$ cat config.mk
export PLATFORM = sky130hd
export DESIGN_NAME = cluster_link_formatter
export DESIGN_NICKNAME = d
export VERILOG_FILES = /design/src/rtl/cluster_link_pkg.sv /design/src/rtl/link_frame_serializer.sv /design/src/rtl/cluster_link_formatter.sv
export SDC_FILE = /design/constraint.sdc
export NUM_CORES = 1
export LEC_CHECK = 0
export ABC_AREA = 0
export BUFFER_PORTS_ARGS = -buffer_cell sky130_fd_sc_hd__buf_4
export CORE_MARGIN = 4
export CORE_UTILIZATION = 45
export DETAILED_ROUTE_END_ITERATION = 10
export GPL_ROUTABILITY_DRIVEN = 0
export HOLD_SLACK_MARGIN = 0.03
export MAX_ROUTING_LAYER = met4
export PLACE_DENSITY = 0.68
export SLEW_MARGIN = 5
export SYNTH_ARGS = -nofsm -noshare
export SYNTH_HDL_FRONTEND = slang
export SYNTH_HIERARCHICAL = 1
export SYNTH_SLANG_ARGS = --single-unit
$ cat constraint.sdc
create_clock -name clock4x -period 4.26 [get_ports clock4x]
set_clock_uncertainty 0.15 [all_clocks]
set_input_delay 0.639 -clock clock4x [delete_from_list [all_inputs] [get_ports clock4x]]
set_output_delay 0.639 -clock clock4x [all_outputs]
set_load 0.01 [all_outputs]
$ cat src/rtl/cluster_link_pkg.sv
// Shared constants, header layout and helpers for the cluster link formatter.
// Clusters are {cnt[2:0], adr[10:0]}; adr >= MXPADS marks an empty slot.
package cluster_link_pkg;

   localparam int unsigned MXCLSTBITS = 14;
   localparam int unsigned MXCLUSTERS = 8;
   localparam int unsigned MXPADS     = 1536;
   localparam int unsigned ADRBITS    = 11;
   localparam int unsigned WORDBITS   = 16;
   localparam int unsigned FRAMEBITS  = 64;
   localparam logic [WORDBITS-1:0] IDLE_WORD = 16'hBCBC;

   // Header bit positions within the top byte of each 64-bit frame.
   localparam int unsigned HDR_MARK   = 7;
   localparam int unsigned HDR_BC0    = 6;
   localparam int unsigned HDR_RESYNC = 5;
   localparam int unsigned HDR_OVF    = 4;
   localparam int unsigned HDR_CNT_HI = 3;
   localparam int unsigned HDR_CNT_LO = 1;
   localparam int unsigned HDR_PAR    = 0;

   typedef enum logic [2:0] {
      PH_IDLE,
      PH_W0,
      PH_W1,
      PH_W2,
      PH_W3
   } phase_t;

   typedef struct packed {
      logic       bc0;
      logic       resync;
      logic       ovf;
      logic [2:0] cnt;
   } hdr_flags_t;

   function automatic logic cluster_valid(input logic [ADRBITS-1:0] adr);
      return 32'(adr) < MXPADS;
   endfunction

endpackage

$ cat src/rtl/link_frame_serializer.sv
// Latches four clusters plus header flags on load, builds the parity-protected
// 64-bit frame and shifts it out as four 16-bit words, most significant first.
module link_frame_serializer
   import cluster_link_pkg::*;
(
   input  logic                      clock4x,
   input  logic                      global_reset,
   input  logic                      load,
   input  logic                      shift,
   input  logic [4*MXCLSTBITS-1:0]   clusters,
   input  hdr_flags_t                flags,
   output logic [WORDBITS-1:0]       data
);

   logic [7:0]               hdr;
   logic [FRAMEBITS-1:0]     frame;
   logic [FRAMEBITS-17:0]    rest;

   // NOTE: every combinational variable gets a default first so no latch is inferred.
   always_comb begin
      hdr                        = '0;
      hdr[HDR_MARK]              = 1'b1;
      hdr[HDR_BC0]               = flags.bc0;
      hdr[HDR_RESYNC]            = flags.resync;
      hdr[HDR_OVF]               = flags.ovf;
      hdr[HDR_CNT_HI:HDR_CNT_LO] = flags.cnt;
      // Parity bit makes the whole 64-bit frame carry an even number of ones.
      hdr[HDR_PAR]               = ^{hdr[7:1], clusters};
      frame                      = {hdr, clusters};
   end

   // NOTE: sequential state uses non-blocking assignments only; reset is synchronous.
   always_ff @(posedge clock4x) begin
      if (global_reset) begin
         data <= IDLE_WORD;
         rest <= '0;
      end else if (load) begin
         data <= frame[FRAMEBITS-1 -: WORDBITS];
         rest <= frame[FRAMEBITS-17:0];
      end else if (shift) begin
         data <= rest[FRAMEBITS-17 -: WORDBITS];
         rest <= {rest[FRAMEBITS-33:0], {WORDBITS{1'b0}}};
      end else begin
         data <= IDLE_WORD;
      end
   end

endmodule

$ cat src/rtl/cluster_link_formatter.sv
// Frames the eight per-bx clusters into two 64-bit link packets and serializes
// them as 16-bit words; keeps frame, overflow and misalignment counters.
module cluster_link_formatter
   import cluster_link_pkg::*;
(
   input  logic                  clock4x,
   input  logic                  global_reset,
   input  logic                  bx_strobe,
   input  logic [MXCLSTBITS-1:0] cluster0,
   input  logic [MXCLSTBITS-1:0] cluster1,
   input  logic [MXCLSTBITS-1:0] cluster2,
   input  logic [MXCLSTBITS-1:0] cluster3,
   input  logic [MXCLSTBITS-1:0] cluster4,
   input  logic [MXCLSTBITS-1:0] cluster5,
   input  logic [MXCLSTBITS-1:0] cluster6,
   input  logic [MXCLSTBITS-1:0] cluster7,
   input  logic                  bc0,
   input  logic                  resync,
   output logic [WORDBITS-1:0]   link0_data,
   output logic [WORDBITS-1:0]   link1_data,
   output logic                  link_valid,
   output logic                  frame_start,
   output logic [15:0]           overflow_cnt,
   output logic [7:0]            misalign_cnt
);

   phase_t      phase_q;
   logic [2:0]  frame_cnt_q;
   logic [15:0] overflow_q;
   logic [7:0]  misalign_q;
   logic        ovf;
   logic        mid_frame;
   logic        shift;
   hdr_flags_t  flags;

   assign ovf       = cluster_valid(cluster7[ADRBITS-1:0]);
   assign mid_frame = (phase_q == PH_W0) || (phase_q == PH_W1);
   assign shift     = !bx_strobe &&
                      ((phase_q == PH_W0) || (phase_q == PH_W1) || (phase_q == PH_W2));

   // A resync frame is numbered 0 so the frame after it carries 1.
   assign flags = '{bc0: bc0, resync: resync, ovf: ovf,
                    cnt: resync ? 3'd0 : frame_cnt_q};

   always_ff @(posedge clock4x) begin
      if (global_reset) begin
         phase_q     <= PH_IDLE;
         frame_cnt_q <= '0;
         overflow_q  <= '0;
         misalign_q  <= '0;
         frame_start <= 1'b0;
         link_valid  <= 1'b0;
      end else begin
         frame_start <= bx_strobe;
         link_valid  <= bx_strobe || shift;
         if (bx_strobe) begin
            phase_q     <= PH_W0;
            frame_cnt_q <= resync ? 3'd1 : frame_cnt_q + 3'd1;
            if (ovf && overflow_q != 16'hFFFF)
               overflow_q <= overflow_q + 16'd1;
            if (mid_frame && misalign_q != 8'hFF)
               misalign_q <= misalign_q + 8'd1;
         end else begin
            case (phase_q)
               PH_W0:   phase_q <= PH_W1;
               PH_W1:   phase_q <= PH_W2;
               PH_W2:   phase_q <= PH_W3;
               default: phase_q <= PH_IDLE;
            endcase
         end
      end
   end

   assign overflow_cnt = overflow_q;
   assign misalign_cnt = misalign_q;

   link_frame_serializer u_link0 (
      .clock4x      (clock4x),
      .global_reset (global_reset),
      .load         (bx_strobe),
      .shift        (shift),
      .clusters     ({cluster3, cluster2, cluster1, cluster0}),
      .flags        (flags),
      .data         (link0_data)
   );

   link_frame_serializer u_link1 (
      .clock4x      (clock4x),
      .global_reset (global_reset),
      .load         (bx_strobe),
      .shift        (shift),
      .clusters     ({cluster7, cluster6, cluster5, cluster4}),
      .flags        (flags),
      .data         (link1_data)
   );

endmodule
Yosys cells after proc, flatten, opt, wreduce, memory -nomap -nowiden. Index checks and enable logic that the tools add are counted. Widths: inputs -> output; s select.

Order comparisons: 1. Muxes and demuxes: 12. Equality and inequality tests: 5. Reduce and logical (&&, ||, !) cells: 14. $add $sub $neg: 3. Bitwise operators: 1.

Operators with widths (count): $mux 48 (4); $reduce_xor 63->1 (2); $mux 15 (4); $add 16x1->16 const B (1); $ne 16x16->1 const B (1); $lt 11x11->1 const B (1); $pmux 3 s3 (1); $add 8x1->8 const B (1); $ne 8x8->1 const B (1); $eq 3x2->1 const B (2); $mux 3 (2); $reduce_and 2->1 (2); $add 3x1->3 const B (1); $eq 3x1->1 const B (1); $logic_and 1x1->1 (3); $logic_or 1x1->1 (3); $reduce_or 3->1 (1); $reduce_bool 2->1 (1); $reduce_or 2->1 (1); $logic_not 1->1 (1); $mux 1 (1); $not 1->1 (1).

Bits in registers: 160. Output and inout bits: 58.

Logic depth before layout (Yosys ltp). Gate-level depths: netlist of the first run.

Word-level depth: 6. Mapped depth: 8. Gate-level depth less buffers: 7.

Modules after synthesis. Netlist of the first run, hierarchy kept.

By module, submodules not included: link_frame_serializer (area an instance 3024.2 um2, cells each 332, instances 2); cluster_link_formatter (area an instance 1606.5 um2, cells each 182, instances 1).

Least setup slack after synthesis of the first run. OpenSTA, ideal clock, no wires.

Kind: input -> register. Start: in cluster2[6]. End: reg u_link0.data[8]. Setup slack: 1730 ps. Required time: 3993 ps. Stages on the path: 6. Arrival time: 2262 ps. Buffers on the path: 0. Setup time: 117 ps. Cell sequence: xnor2_1 -> xnor3_1 -> xnor3_1 -> xnor3_1 -> xnor3_1 -> a32o_1.

Longest elaborated chain between the ends: 2.

RTL lines: start: declaration (RTL line cluster_link_formatter.sv:11) `input logic [MXCLSTBITS-1:0] cluster2,`; $reduce_xor 63->1 (RTL line link_frame_serializer.sv:28) `hdr[HDR_PAR] = ^{hdr[7:1], clusters};`; $mux 15 (RTL line link_frame_serializer.sv:37) `end else if (load) begin`; end signal: assignment (RTL line link_frame_serializer.sv:38) `data <= frame[FRAMEBITS-1 -: WORDBITS];`; end signal: assignment (RTL line link_frame_serializer.sv:41) `data <= rest[FRAMEBITS-17 -: WORDBITS];`; end: declaration (RTL line link_frame_serializer.sv:12) `output logic [WORDBITS-1:0] data`.

Every way passes these cells. A chain may end at the register's enable or synchronous reset.

Worst setup path after layout of the first run.
Start: in bx_strobe. End: reg u_link0.data[5].

Longest elaborated chain between the ends: 4.

RTL lines: start: declaration (RTL line cluster_link_formatter.sv:8) `input logic bx_strobe,`; $logic_not 1->1 (RTL line cluster_link_formatter.sv:38) `assign shift = !bx_strobe &&`; $logic_and 1x1->1 (RTL line cluster_link_formatter.sv:38); $mux 15 (RTL line link_frame_serializer.sv:40) `end else if (shift) begin`; $mux 15 (*) (RTL line link_frame_serializer.sv:37).

Mark *: on every way between the ends. The rest lies on a longest branch, timed or not.

==> results of run 1 <==
report_power, final:
| part | switching (W) | internal, W | total (W) |
|---|---|---|---|
| Clock | 0.000635 | 0.000957 | 0.00159 |
| Sequential | 0.0000482 | 0.00158 | 0.00163 |
| Combinational | 0.000365 | 0.000474 | 0.000839 |
| Total | 0.00105 | 0.00301 | 0.00406 |
worst max path at each step:
| stage | start | to | slack [ns] | cells past startpoint |
|---|---|---|---|---|
| final | bx_strobe | u_link0/data[5] | 1.60 | 5 |
| after global routing | bx_strobe | u_link0/data[4] | 1.40 | 5 |
| after CTS | bx_strobe | u_link0/data[5] | 1.66 | 5 |
| after detailed placement | bx_strobe | u_link0/data[5] | 1.21 | 5 |
| after global placement | bx_strobe | u_link0/data[7] | 1.28 | 5 |
| after floorplan | cluster2[6] | u_link0/data[8] | 1.73 | 6 |
stage by stage:
stage	cells	hold WS [ns]	setup WS, ns	util, %
global placement	1201	0.289	1.28	54.9
floorplan	846	0.264	1.73	-
global route	1233	0.276	1.40	58.6
CTS	1233	0.281	1.66	58.6
finish	1233	0.293	1.60	58.6
detailed placement	1201	0.291	1.21	54.9
synthesized netlist by cell type:
cell       count
nand4_4        1
nor3_1         4
xnor2_1       94
nand3b_1       3
nand3_1        9
nand4_1        4
inv_1          5
mux2_4         1
and4_1         2
dfxtp_1      160
nor2b_1        9
a32o_1         2
nor2_1       172
and3_1         1
a21oi_1       94
nor2b_2        1
clkbuf_1      39
buf_6          1
a22o_1        32
o41ai_1        1
nand3_2        2
nor4_4         2
buf_1         10
o2111ai_1      1
nor4_1         4
nand2_1       39
o21bai_1       1
or4_1          7
o21ai_0        7
a21boi_4       1
or4b_1         1
ha_1           3
or3_1          7
nor4b_1        1
nand2b_1       4
xnor3_1        8
mux2i_1       84
mux2_2         3
o31ai_1        8
nor4bb_1       1
a211oi_1       3
xor2_1        14
cells by family after synthesis:
kind of cell               Yosys count
AOI/OAI and AO/OA                  150
DFF                                160
and+or+nand+nor                    274
xor gates and xnor gates           116
adders and majority gates            3
muxes                               88
buffers and inverters               55
worst max-delay path: cells and delay by family:
kind	cells	cell delay, ns
and+or+nand+nor	3	0.71
buffers and inverters	2	1.32
cell type report:
type	instances	area [sq um]	share of cell area [%]
tap	220	275	2.82
clock buffer	20	457	4.69
sequential	160	3200	32.9
clock inverter	12	156	1.60
timing repair buffer	185	1390	14.3
multi-input combinational	631	4240	43.5
inverter	5	18.8	0.193
state kept, by name (all words and copies together), names as in the netlist, 3 cells and up:
signal	flops
misalign_cnt	8
u_link0/data	16
u_link1/data	16
phase_q	3
u_link1/rest	48
overflow_cnt	16
u_link0/rest	48
frame_cnt_q	3
per-layer routing:
metal / vias to the layer above / routed length (microns)
met5: - / 0
met4: 0 / 327
met3: 22 / 1190
met2: 205 / 9680
met1: 3018 / 9570
li1: 3206 / -
==> metrics, run 1 <==
Worst-path clk slew=0.07 ns; routed via count=6451; Cell Area, Placed=9130 sq um; leading area contributor after synthesis=dfxtp_1; Final period util=62.3%; clk buf depth=2; DIE AREA=19200 sq um; PortBufs=174; GR Util met1=28.3%; antenna cells=0; clock sinks=160; Worst Hold Endpoint=u_link0/rest[3]; GR Util met2=32.9%; global-route wire length before repair=31.9 mm; slowest stage delay, CP=0.83 ns; post-route ant nets=0; critical register-to-register path startpoint=frame_cnt_q[1]; reg-to-reg setup timing slack=1.81 ns; adder-cell share of the synthesized area=0.490%; Mapped Area=7650 sq um; first-pass iteration count of the detailed router=7; via/cell ratio=5.23; DRT Wirelength=20.8 mm; post-synthesis mux area share=11.6%; Die Ht=138 microns; antenna violations before repair=0; die width=138 microns; Slew Limit Fails=0; Syn Inst Count=846; Worst EP required=4.39 ns; Core Area=16600 sq um; Top Usage Layer GRT=met2; Compound-Gate Fraction of Synth Area=12.2%; r2r endpoint=u_link0/data[8]; worst slew pin tran=0.981 ns; critical path cell sequence=buf_6 > buf_4 > nor2_1 > nor2_1 > nand2_1; final instance area=9750 sq um; critical path class=in -> reg; commonest non-fill, non-tap cells in the layout=184 x buf_4, 172 x nor2_1, 160 x dfxtp_1, 94 x a21oi_1, 94 x xnor2_1; Seq/Total Area, Yosys=41.8%; PwrDens=416 nW/um^2; Crit path top cell by count=nor2_1; synthesized area per cell=9.05 sq um; Hold Violations, Final=0; Synth area leaders=dfxtp_1 42%, mux2i_1 11%, xnor2_1 11%; clk_lat worst skew=0.42 ns; Root Driver=clkbuf_16; Avg WL per Cell=16.8 microns; final setup vio count=0; Total Power=0.00406 W; CTS Buf Count=17; Ys Warns=6; worst vdd ir=0.283 mV; Layout fillers=1519; Min-Delay Path Class=in -> reg; Tmin final=2.66 ns; area delta synth->final=27.3%; I/O pin total=175; relative slew slack=34.6%; CP max-delay cell=buf_4; largest family of logic cells by synthesized area=simple AND/OR/NAND/NOR gates; CP max FO=99; Post-CTS Resized=0; simple-gate share of the synthesized area=16.4%; Yosys top cell area share=41.8%; CTS tree=yes; pin count of the biggest net entering global routing=100; DP HPWL=14.9 mm; register bit total from synthesis=160; vias in the first global route=5958; Final #Nets=1120; Detailed Route Iter0 Violations=535; Core Rows=47; crit start category=input port; setup_tns=0 ns; aggregate global-route resource usage=21.4%; gr ovfl total=0; Lkg Pwr=3.98 nW; DRC violation count after routing=0; Crit path arrival time=2.78 ns; htree depth=4; # Post-CTS Setup Buffers=0; Netlist cell types=42; r2r worst-path depth=7; Max Clk Rate=377 MHz; commonest non-fill, non-tap cell in the layout=buf_4; met3 Use GR=5.25%; hold_buf cts=0; Worst setup EP type=flop; Synth Area in XOR/XNOR=14.7%; RSZ-0062 raised after global routing=no; Max-Cap Viols=0; outcome=complete, no violations; initial core utilization=46.0%; Hold Crit Start=cluster0[3]; Worst Hold Path Cells=2; share of cells above drive strength 1=22.5%; Post-Syn Nets=966
Power figures use the tool's default switching activity.
==> run 2: changes to the inputs <==
==> constraint.sdc (replaced) <==
create_clock -name clock4x -period 2.7 [get_ports clock4x]
set_clock_uncertainty 0.15 [all_clocks]
set_input_delay 0.405 -clock clock4x [delete_from_list [all_inputs] [get_ports clock4x]]
set_output_delay 0.405 -clock clock4x [all_outputs]
set_load 0.01 [all_outputs]
==> run 2 against run 1 <==
  * Sequential power grew 57%
  * Flip-flop and latch count unchanged
  * Register-to-register slack worse by 1.4 ns
  * Utilization grew 0.62 points
  * Critical path type is now reg -> reg
  * Cell area rose by 1.1%
  * Final cell count grew 0.41%
  * Hold slack worse by 0.23 ns
  * Worst setup slack got worse by 1.2 ns
  * Power increased by 59%
  * First-iteration DRC count shrank 24%
  * Largest power group is now the clock network
==> metrics, run 2 (synthesis gave the netlist of run 1 again) <==
outcome=complete, no violations (unchanged); Lkg Pwr=4.02 nW (was 3.98 nW); final setup vio count=0 (unchanged); clk buf depth=2 (unchanged); critical path class=reg -> reg (was in -> reg); Final period util=86.0%; vias in the first global route=6285 (was 5958); commonest non-fill, non-tap cell in the layout=buf_4 (unchanged); Tmin final=2.32 ns; Min-Delay Path Class=in -> reg (unchanged); clk_lat worst skew=0.42 ns (about the same); CTS Buf Count=17 (unchanged); Worst-path clk slew=0.06 ns (was 0.07 ns); critical path cell sequence=nor2b_1 > xnor2_1 > xnor2_1 > xnor2_1 > xnor2_1 > xnor3_1 > a32o_1 (was buf_6 > buf_4 > nor2_1 > nor2_1 > nand2_1); crit start category=flop (was input port); Core Area=16600 sq um (unchanged); worst slew pin tran=0.669 ns (was 0.981 ns); Final #Nets=1125 (was 1120); htree depth=4 (unchanged); clock sinks=160 (unchanged); DP HPWL=14.9 mm (about the same); antenna violations before repair=0 (unchanged); Max-Cap Viols=0 (unchanged); Slew Limit Fails=0 (unchanged); pre-CTS worst setup slack=0.0648 ns (was 1.21 ns); share of cells above drive strength 1=22.9% (was 22.5%); Crit path arrival time=2.48 ns (was 2.78 ns); first-pass iteration count of the detailed router=5 (was 7); PortBufs=174 (unchanged); DIE AREA=19200 sq um (unchanged); setup_tns=0 ns (unchanged); antenna cells=0 (unchanged); worst setup margin=0.377 ns (was 1.60 ns); hold_buf cts=0 (unchanged); commonest non-fill, non-tap cells in the layout=186 x buf_4, 172 x nor2_1, 160 x dfxtp_1, 94 x a21oi_1, 94 x xnor2_1 (was 184 x buf_4, 172 x nor2_1, 160 x dfxtp_1, 94 x a21oi_1, 94 x xnor2_1); Max Clk Rate=431 MHz; RSZ-0062 raised after global routing=no (unchanged); CP top delay family=XOR/XNOR gates (was buffers and inverters); Detailed Route Iter0 Violations=404 (was 535); Post-CTS Resized=0 (unchanged); Root Driver=clkbuf_16 (unchanged); gr ovfl total=0 (unchanged); I/O pin total=175 (unchanged); CTS tree=yes (unchanged); Worst setup EP type=flop (unchanged); area delta synth->final=28.7% (was 27.3%); Layout fillers=1518 (was 1519); initial core utilization=46.0% (unchanged); Worst EP required=2.86 ns (was 4.39 ns); PwrDens=654 nW/um^2 (was 416 nW/um^2); Die Ht=138 microns (unchanged); slowest stage delay, CP=0.42 ns (was 0.83 ns); global-route wire length before repair=33.1 mm (was 31.9 mm); Total Power=0.00645 W (was 0.00406 W); die width=138 microns (unchanged); CP max-delay cell=nor2b_1 (was buf_4); Avg WL per Cell=16.4 microns (was 16.8 microns); Hold Violations, Final=0 (unchanged); area of the multi-input gates=4240 sq um (unchanged); critical path buffer and inverter count=0 (was 2); # Post-CTS Setup Buffers=0 (unchanged); DRC violation count after routing=0 (unchanged); via/cell ratio=5.12 (was 5.23); worst vdd ir=0.432 mV (was 0.283 mV); DRT Wirelength=20.4 mm (was 20.8 mm); CP max FO=4 (was 99); FF+latch area=3200 sq um (unchanged); post-route ant nets=0 (unchanged); Largest regs=u_link0/rest (48), u_link1/rest (48) (unchanged); routed via count=6335 (was 6451); relative slew slack=55.4% (was 34.6%); Core Rows=47 (unchanged); pin count of the biggest net entering global routing=118 (was 100); aggregate global-route resource usage=21.9% (was 21.4%); Crit path top cell by count=xnor2_1 (was nor2_1)
[run 2: path summary, 6_finish.rpt]
path | startpoint | endpoint | slack [ns] | cells after the start
max reg2reg | frame_cnt_q[2] | u_link1/data[8] | 0.38 | 7
max | frame_cnt_q[2] | u_link1/data[8] | 0.38 | 7
min reg2reg | u_link1/rest[47] | u_link1/data[15] | 0.32 | 1
min | cluster0[10] | u_link0/rest[10] | 0.06 | 2
[run 2: metrics by stage]
step	utilization, %	hold slack, ns	cells	area, sq um
final	59.2	0.0647	1238	9850
after global routing	59.2	0.0530	1238	9850
after CTS	59.2	0.0458	1238	9850
after detailed placement	55.3	0.299	1206	9210
after global placement	55.3	0.291	1206	9210
after floorplan	-	0.264	846	7650
[run 2: metal layers]
| metal | vias to the layer above | global-route usage (%) | part of all wire, % |
|---|---|---|---|
| met5 | - | - | 0 |
| met4 | 0 | 5.04 | 1.2 |
| met3 | 13 | 5.70 | 6.1 |
| met2 | 180 | 35.0 | 47 |
| met1 | 2906 | 27.9 | 46 |
| li1 | 3236 | - | - |
[run 2: final cells by class]
cell class	instances	area share [%]
Multi-Input combinational cell	631	43.1
Sequential cell	160	32.5
Timing Repair Buffer	190	14.9
Clock buffer	20	4.64
Tap cell	220	2.80
Clock inverter	12	1.87
Inverter	5	0.191
[run 2: where the power goes]
part           total, W  internal (W)  switching (W)
registers       0.00256       0.00249      0.0000750
clock network   0.00257       0.00160       0.000966
logic           0.00131      0.000756       0.000557
total           0.00645       0.00485        0.00160
==> run 3: changes to the inputs <==
--- a/config.mk
+++ b/config.mk
@@ -9,10 +9,10 @@
 export BUFFER_PORTS_ARGS = -buffer_cell sky130_fd_sc_hd__buf_4
 export CORE_MARGIN = 4
 export CORE_UTILIZATION = 45
+export CTS_CLUSTER_SIZE = 24
 export DETAILED_ROUTE_END_ITERATION = 10
 export GPL_ROUTABILITY_DRIVEN = 0
 export HOLD_SLACK_MARGIN = 0.03
-export MAX_ROUTING_LAYER = met4
 export PLACE_DENSITY = 0.68
 export SLEW_MARGIN = 5
 export SYNTH_ARGS = -nofsm -noshare
==> run 3 against run 2 <==
  * Power is essentially flat
  * Cell area is the same
  * Hold slack is essentially flat
  * Flip-flop and latch count is the same
  * Global-route usage shrank 0.63 points
  * Fmax grew 0.51%
  * Sequential share of layout area is the same
  * Routed wire length grew 0.14%
  * First-iteration DRC count grew 1.5%
  * Non-clock buffer count is the same
  * Critical path depth is the same
  * Register-to-register slack is essentially flat
  * Largest power group unchanged
==> metrics, run 3 (synthesis gave the netlist of run 1 again) <==
DP HPWL=14.9 mm (unchanged); pre-CTS worst setup slack=0.0648 ns (unchanged); hold_buf cts=0 (unchanged); slowest stage delay, CP=0.41 ns (was 0.42 ns); Root Driver=clkbuf_16 (unchanged); r2r worst-path depth=7 (unchanged); CP max FO=4 (unchanged); clock sinks=160 (unchanged); PortBufs=174 (unchanged); I/O pin total=175 (unchanged); critical path buffer and inverter count=0 (unchanged); DIE AREA=19200 sq um (unchanged); worst vdd ir=0.431 mV (was 0.432 mV); relative slew slack=55.9% (was 55.4%); htree depth=4 (unchanged); Worst EP required=2.86 ns (about the same); Worst Hold Path Cells=2 (unchanged); Core Area=16600 sq um (unchanged); Final period util=85.6% (was 86.0%); CP top delay family=XOR/XNOR gates (unchanged); Avg WL per Cell=16.5 microns (was 16.4 microns); Tmin final=2.31 ns (was 2.32 ns); routed via count=6392 (was 6335); critical path class=reg -> reg (unchanged); die width=138 microns (unchanged); CTS tree=yes (unchanged); Post-CTS Resized=0 (unchanged); Hold Violations, Final=0 (unchanged); Layout fillers=1518 (unchanged); Worst-path clk slew=0.06 ns (about the same); clk_lat worst skew=0.42 ns (about the same); post-route ant nets=0 (unchanged); Max Clk Rate=433 MHz (was 431 MHz); aggregate global-route resource usage=21.2% (was 21.9%); DRT Wirelength=20.4 mm (about the same); via/cell ratio=5.16 (was 5.12); Final #Nets=1125 (unchanged); worst slew pin tran=0.661 ns (was 0.669 ns); Max-Cap Viols=0 (unchanged); CTS Buf Count=17 (unchanged); Min-Delay Path Class=in -> reg (unchanged); worst setup margin=0.389 ns (was 0.377 ns); global-route wire length before repair=33.1 mm (about the same); initial core utilization=46.0% (unchanged); fin cells=1238 (unchanged); Largest regs=u_link0/rest (48), u_link1/rest (48) (unchanged); gr ovfl total=0 (unchanged); pin count of the biggest net entering global routing=118 (unchanged); area delta synth->final=28.7% (unchanged); Hold Slack=0.0648 ns (was 0.0647 ns); DRC violation count after routing=0 (unchanged); share of cells above drive strength 1=22.9% (unchanged); # Post-CTS Setup Buffers=0 (unchanged); Crit path top cell by count=xnor2_1 (unchanged); Core Rows=47 (unchanged); Slew Limit Fails=0 (unchanged); antenna violations before repair=0 (unchanged); commonest non-fill, non-tap cells in the layout=186 x buf_4, 172 x nor2_1, 160 x dfxtp_1, 94 x a21oi_1, 94 x xnor2_1 (unchanged); commonest non-fill, non-tap cell in the layout=buf_4 (unchanged); clk buf depth=2 (unchanged); Lkg Pwr=4.02 nW (unchanged); Detailed Route Iter0 Violations=410 (was 404); Crit path arrival time=2.47 ns (was 2.48 ns); crit start category=flop (unchanged); antenna cells=0 (unchanged); vias in the first global route=6267 (was 6285); first-pass iteration count of the detailed router=5 (unchanged); PwrDens=655 nW/um^2 (was 654 nW/um^2); Worst setup EP type=flop (unchanged); critical path cell sequence=nor2b_1 > xnor2_1 > xnor2_1 > xnor2_1 > xnor2_1 > xnor3_1 > a32o_1 (unchanged); setup_tns=0 ns (unchanged); CP max-delay cell=nor2b_1 (unchanged); Worst path depth=7 (unchanged); dpl cells=1206 (unchanged); RSZ-0062 raised after global routing=no (unchanged); final setup vio count=0 (unchanged); Die Ht=138 microns (unchanged); outcome=complete, no violations (unchanged)
[run 3: cell counts in the layout (fill, tap and decap cells not counted)]
Identical to the previous run, type by type.
[run 3: final timing paths]
| kind | from | to | slack (ns) |
|---|---|---|---|
| worst min register to register | phase_q[0] | phase_q[2] | 0.33 |
| worst max-delay path | frame_cnt_q[2] | u_link1/data[8] | 0.39 |
| worst min-delay path | cluster0[10] | u_link0/rest[10] | 0.06 |
| worst max register to register | frame_cnt_q[2] | u_link1/data[8] | 0.39 |
[run 3: metrics by stage]
step | power (W) | utilization (%) | area, sq um
floorplan | 0.00351 | - | 7650
global placement | 0.00392 | 55.3 | 9210
detailed placement | 0.00393 | 55.3 | 9210
CTS | 0.00651 | 59.2 | 9850
global route | 0.00675 | 59.2 | 9850
finish | 0.00645 | 59.2 | 9850
[run 3: power breakdown]
group          switching (W)  total (W)  internal (W)
clock               0.000969    0.00257       0.00160
combinational       0.000557    0.00131      0.000756
sequential         0.0000752    0.00256       0.00249
[run 3: final cells by class]
cell class | instances | area [sq um] | area share (%)
Clock buffer | 20 | 457 | 4.64
Clock inverter | 12 | 184 | 1.87
Inverter | 5 | 18.8 | 0.191
Multi-Input combinational cell | 631 | 4240 | 43.1
Sequential cell | 160 | 3200 | 32.5
Tap cell | 220 | 275 | 2.80
Timing Repair Buffer | 190 | 1470 | 14.9
[run 3: metal layers]
layer	up-vias	part of all wire, %	routed length (microns)	GRT usage (%)
met3	13	6.7	1360	6.01
met2	196	47	9630	35.1
met4	0	1.2	242	4.84
li1	3238	-	-	-
met1	2945	45	9150	27.7
met5	-	0	0	0
[run 3: worst register-to-register path, cell delays in order, from the launching register on]
cell and delay (ns):
dfxtp_1 0.34, nor2b_1 0.41, xnor2_1 0.15, xnor2_1 0.15
xnor2_1 0.25, xnor2_1 0.15, xnor3_1 0.40, a32o_1 0.20
